### src/rtl/shift_register_piso.sv
// Parallel-in serial-out shift register; captures data_in on load and then streams one bit per clk.
// Latency: first serial bit valid right after the loading edge; bit k valid after the k-th shift edge.
// Backpressure: none; shifts every clock unless reset or load. Optional status outputs: PISO_STATUS_EN.
//
// Parameters:
//   WIDTH     - parallel word width, must be 2 or more.
//   MSB_FIRST - nonzero streams data_in[WIDTH-1] first, zero streams data_in[0] first.
//   FILL_BIT  - value shifted into the vacated end of the register.
//
// With PISO_STATUS_EN defined, the block also exports busy and bits_left so a
// downstream framer can tell when the current word has been fully emitted.
// Without it, no extra ports or counter logic exist.

module shift_register_piso #(
  parameter int unsigned WIDTH     = 8,
  parameter int unsigned MSB_FIRST = 1,
  parameter logic        FILL_BIT  = 1'b0
) (
  input  logic             clk,
  input  logic             reset,
  input  logic             load,
  input  logic [WIDTH-1:0] data_in,
  output logic             data_out
`ifdef PISO_STATUS_EN
  ,
  output logic                       busy,
  output logic [$clog2(WIDTH+1)-1:0] bits_left
`endif
);

  // The only data state: the word being serialized.
  logic [WIDTH-1:0] shreg;

  // Register contents after one shift, in the configured direction. The
  // output tap sits at the end that leaves the register first, so data_out
  // is a pure flop output with no path from data_in.
  logic [WIDTH-1:0] shifted;

  if (MSB_FIRST != 0) begin : g_msb_first
    assign shifted  = {shreg[WIDTH-2:0], FILL_BIT};
    assign data_out = shreg[WIDTH-1];
  end else begin : g_lsb_first
    assign shifted  = {FILL_BIT, shreg[WIDTH-1:1]};
    assign data_out = shreg[0];
  end

  // Reset clears, load captures (dropping any unsent bits), otherwise shift.
  always_ff @(posedge clk or posedge reset) begin
    if (reset) begin
      shreg <= '0;
    end else if (load) begin
      shreg <= data_in;
    end else begin
      shreg <= shifted;
    end
  end

`ifdef PISO_STATUS_EN
  localparam int unsigned CW = $clog2(WIDTH + 1);

  // Remaining unsent bits of the last loaded word.
  logic [CW-1:0] cnt;

  // Reload to WIDTH on load, count down once per shift edge, hold at zero.
  always_ff @(posedge clk or posedge reset) begin
    if (reset) begin
      cnt <= '0;
    end else if (load) begin
      cnt <= CW'(WIDTH);
    end else if (cnt != '0) begin
      cnt <= cnt - CW'(1);
    end
  end

  // busy rises on the load edge and falls on the WIDTH-th shift edge, which
  // is exactly when the count reaches zero; deriving it keeps the two in step.
  assign busy      = (cnt != '0);
  assign bits_left = cnt;
`endif

endmodule

### config.mk
export PLATFORM = sky130hd
export DESIGN_NAME = shift_register_piso
export DESIGN_NICKNAME = d
export VERILOG_FILES = /design/src/rtl/shift_register_piso.sv
export SDC_FILE = /design/constraint.sdc
export NUM_CORES = 1
export LEC_CHECK = 0
export CORE_AREA = 2 2 39 41
export DETAILED_ROUTE_END_ITERATION = 10
export DIE_AREA = 0 0 41 43
export GPL_TIMING_DRIVEN = 0
export PLACE_DENSITY = 0.6
export SLEW_MARGIN = 20
export SYNTH_ARGS = -nofsm -noshare
export SYNTH_HDL_FRONTEND = slang
export SYNTH_SLANG_ARGS = --single-unit
export TNS_END_PERCENT = 50
### constraint.sdc
create_clock -name clk -period 2 [get_ports clk]
set_clock_uncertainty 0.15 [all_clocks]
set_input_delay 0.6 -clock clk [delete_from_list [all_inputs] [get_ports clk]]
set_output_delay 0.6 -clock clk [all_outputs]
set_load 0.01 [all_outputs]
## Word level (Yosys, flattened, before mapping)

Index checks and enable logic that the tools add are counted.

- Bits in latches: 0
- Register bits after elaboration: 8
- Bits in writable memories: 0
- Memory bits (read-only): 0
- Memories: 0
- Logic and storage cells: 2

- Multipliers: 0
- Reduce and logical (&&, ||, !) cells: 0
- Divide/modulo/power cells: 0
- Shift operators: 0
- Add/subtract/negate cells: 0
- Mux-type cells: 1
- Bitwise operators: 0
- Eq/ne operators: 0
- Order comparisons: 0

Operator list:

| kind | number |
|---|---|
| $mux W8 | 1 |

## Longest topological paths before layout

- Word-level depth: 1
- Depth in mapped cells: 2
- Depth with buffers taken out: 1

## Worst setup path after synthesis

Ideal clock, no wire load.

- Path kind: input port to flip-flop
- From: input port load
- To: register shreg[1]
- Library setup time: 125 ps
- Path buffers: 1
- Setup slack: 715 ps
- Stages on the path: 2
- Data arrival time: 1010 ps
- Data required time: 1725 ps
- Cells stage by stage: buf_6 > mux2_4

- Cells in the longest elaborated chain, start to end: 1

RTL lines:

| what | RTL line | source |
|---|---|---|
| from (decl) | 21 | `input logic load,` |
| $mux W8 | 51 | `end else if (load) begin` |
| to (signal assigned) | 52 | `shreg <= data_in;` |
| to (signal assigned) | 54 | `shreg <= shifted;` |
| to (decl) | 32 | `logic [WIDTH-1:0] shreg;` |

Every way passes these cells.

## Final worst setup path

- From: register shreg[7]
- To: output port data_out

RTL lines:

| what | RTL line | source |
|---|---|---|
| to (decl) | 23 | `output logic data_out` |

No word-level cell between the ends.

==> results.py <==
metrics = {
    "run_status": {
        "outcome": "finished, final reports clean",
    },
    "sta": {
        "hold_viol_final": 0,
        "setup_violations": 0,
        "fin_tns_setup_ps": 0,
        "fmax_mhz": 542,
        "hold_ws_ps": 327,
        "slew_violations": 0,
        "fin_crit_sh_pct": 92.3,
        "tightest_slew_ps": 294,
        "rsz0062_at_grt": "no",
        "period_needed_ps": 1850,
        "relSlewSlack_pct": 80.4,
    },
    "yosys": {
        "synth_top_area_cell": "dfrtp_1",
        "synthesis.area_um2": 328,
        "syn_nets": 29,
        "synth_edf_count": 0,
        "synth_compound_area_share_pct": 0,
        "seq_area_frac_synth_pct": 61.1,
        "yosysWarnings": 0,
        "synth_area_leaders": "dfrtp_1 (61%), mux2_4 (32%), buf_6 (3.4%), and2_2 (2.3%), inv_1 (1.1%)",
        "synth_top_area_share_pct": 61.1,
        "synthSimpleGateAreaFrac_pct": 2.29,
        "syn_inst": 18,
        "async_flop_share_pct": 100,
        "yosys.cell_count.top_type": "dfrtp_1",
        "synth_top_family_by_area": "multiplexers",
        "synth_area_per_cell_um2": 18.2,
        "yosys.area_share.adder_pct": 0,
        "ys_types": 5,
        "yosys-top-cells-count": "dfrtp_1 (8), mux2_4 (7), and2_2 (1), buf_6 (1), inv_1 (1)",
        "synth-xor-area-share_pct": 0,
        "ys_seq_elements": 8,
        "synthFlopType": "dfrtp_1",
        "synth_mux_area_share_pct": 32.1,
    },
    "clocking": {
        "post_cts_buffers": 0,
        "clockBufferDepth": 2,
        "cts_tree": "yes",
        "htree_levels": 1,
        "cts_resized": 0,
        "path_clk_slew_ps": 50,
        "clockRootBuffer": "clkbuf_4",
        "clock-sinks": 8,
        "clkLatencyLatePin_ps": 250,
        "cts_buffers": 3,
        "cts_hold_buf": 0,
    },
    "grt": {
        "antenna_found_initial": 0,
        "grtUsageTotal_pct": 9.22,
        "grt_max_degree": 9,
        "globalRoute.totalOverflow": 0,
        "grt_pass1_vias": 198,
        "grt_pass1_wl_um": 924,
        "top_usage_layer": "met1",
        "globalRouteMet2Util_pct": 9.38,
        "grt_use_met3_pct": 7.85,
        "use_met1_pct": 11.3,
    },
    "cells_and_area": {
        "top_regs": "shreg (8)",
        "regMostFlops": "shreg",
        "area_delta_synth_final_pct": 43.5,
        "drive_above_1_share_pct": 38.7,
        "fin_nets": 44,
        "largest_reg_flops": 8,
        "num_antenna_cells": 0,
    },
    "pwr": {
        "leakage_nw": 0.221,
        "power_density_mw_per_mm2": 762,
        "ir_drop_v": 0.000231,
    },
    "die": {
        "die_w_um": 41,
        "rows": 14,
        "die_area_mm2": 0.00176,
        "io_pins": 12,
        "start_util_pct": 23.7,
        "core_mm2": 0.00138,
        "die_h_um": 43,
    },
    "detailed_routing": {
        "wl_per_cell_um": 12.1,
        "ant_nets": 0,
        "routed_wl_um": 567,
        "first_pass_iters": 2,
        "num_vias": 184,
        "drc": 0,
        "vias_per_cell": 3.91,
        "drt_iter0_drc": 3,
    },
    "worst_setup_path": {
        "crit_buf_inv": 1,
        "path_max_fanout": 1,
        "worstPathRequired_ps": 1250,
        "cp_slowest_cell": "clkdlybuf4s50_1",
        "slowest_delay_ps": 530,
        "arrival_ps": 1100,
        "start_kind": "flop",
        "critical_path_class": "reg2out",
        "crit_chain": "clkdlybuf4s50_1",
        "path_delay_family": "buffers and inverters",
        "end_kind": "output pin",
    },
    "place": {
        "dp_hpwl_um": 400,
        "port_buffers": 10,
        "gp_congestion": 0.521,
    },
    "job": {
        "cap_viol_max_count": 0,
    },
    "min_path": {
        "hp-class": "reg2reg",
    },
}
-- cell families (layout without fill, tap and decap cells) --
logic type    count (synthesis)  in the layout
flops                         8              8
mux                           7              7
simple gates                  1              1
buf+inv                       2             15
-- placed cells by master (no fill, tap or decap), drive strengths merged --
cell type	n
and2	1
buf	1
inv	1
clkdlybuf4s50	10
mux2	7
clkbuf	3
dfrtp	8
-- metrics by stage --
stage	worst slack (ps)	instances	area, um^2	utilization (%)	power (W)
finish	154	47	470	34.0	0.000358
detailed placement	415	44	448	32.4	0.000240
floorplan	715	18	328	-	0.000213
global route	80.6	47	470	34.0	0.000387
CTS	132	47	470	34.0	0.000368
global placement	424	44	448	32.4	0.000238
-- power by group --
group | switching (W) | internal, W | total, W | leakage [nW]
Clock | 0.0000531 | 0.0000685 | 0.000122 | 0.0138
Combinational | 0.0000147 | 0.0000410 | 0.0000558 | 0.111
Sequential | 0.00000462 | 0.000176 | 0.000181 | 0.0958
Total | 0.0000724 | 0.000286 | 0.000358 | 0.221
-- final timing paths --
path,end,cells after the start,slack (ps),from
hold / removal,shreg[4],1,330,shreg[3]
setup / recovery,data_out,1,150,shreg[7]
max in group asynchronous,shreg[5],2,1030,reset
hold reg to reg,shreg[4],1,330,shreg[3]
setup reg to reg,shreg[5],1,1100,shreg[4]
min in group asynchronous,shreg[3],2,440,reset
-- final cells by class --
type	instances	area, um^2
plain buffers	1	11.3
clock buffers	3	22.5
fillers	132	913
inverters	1	3.75
multi-input cells	8	113
flip-flops and latches	8	200
well taps	16	20.0
repair buffers	10	100
-- routing by layer --
metal | share of wire, % | vias to the layer above
met5 | 0 | -
met4 | 0 | 0
met3 | 13 | 0
met2 | 39 | 16
met1 | 47 | 83
li1 | - | 85
Power figures use the tool's default switching activity.
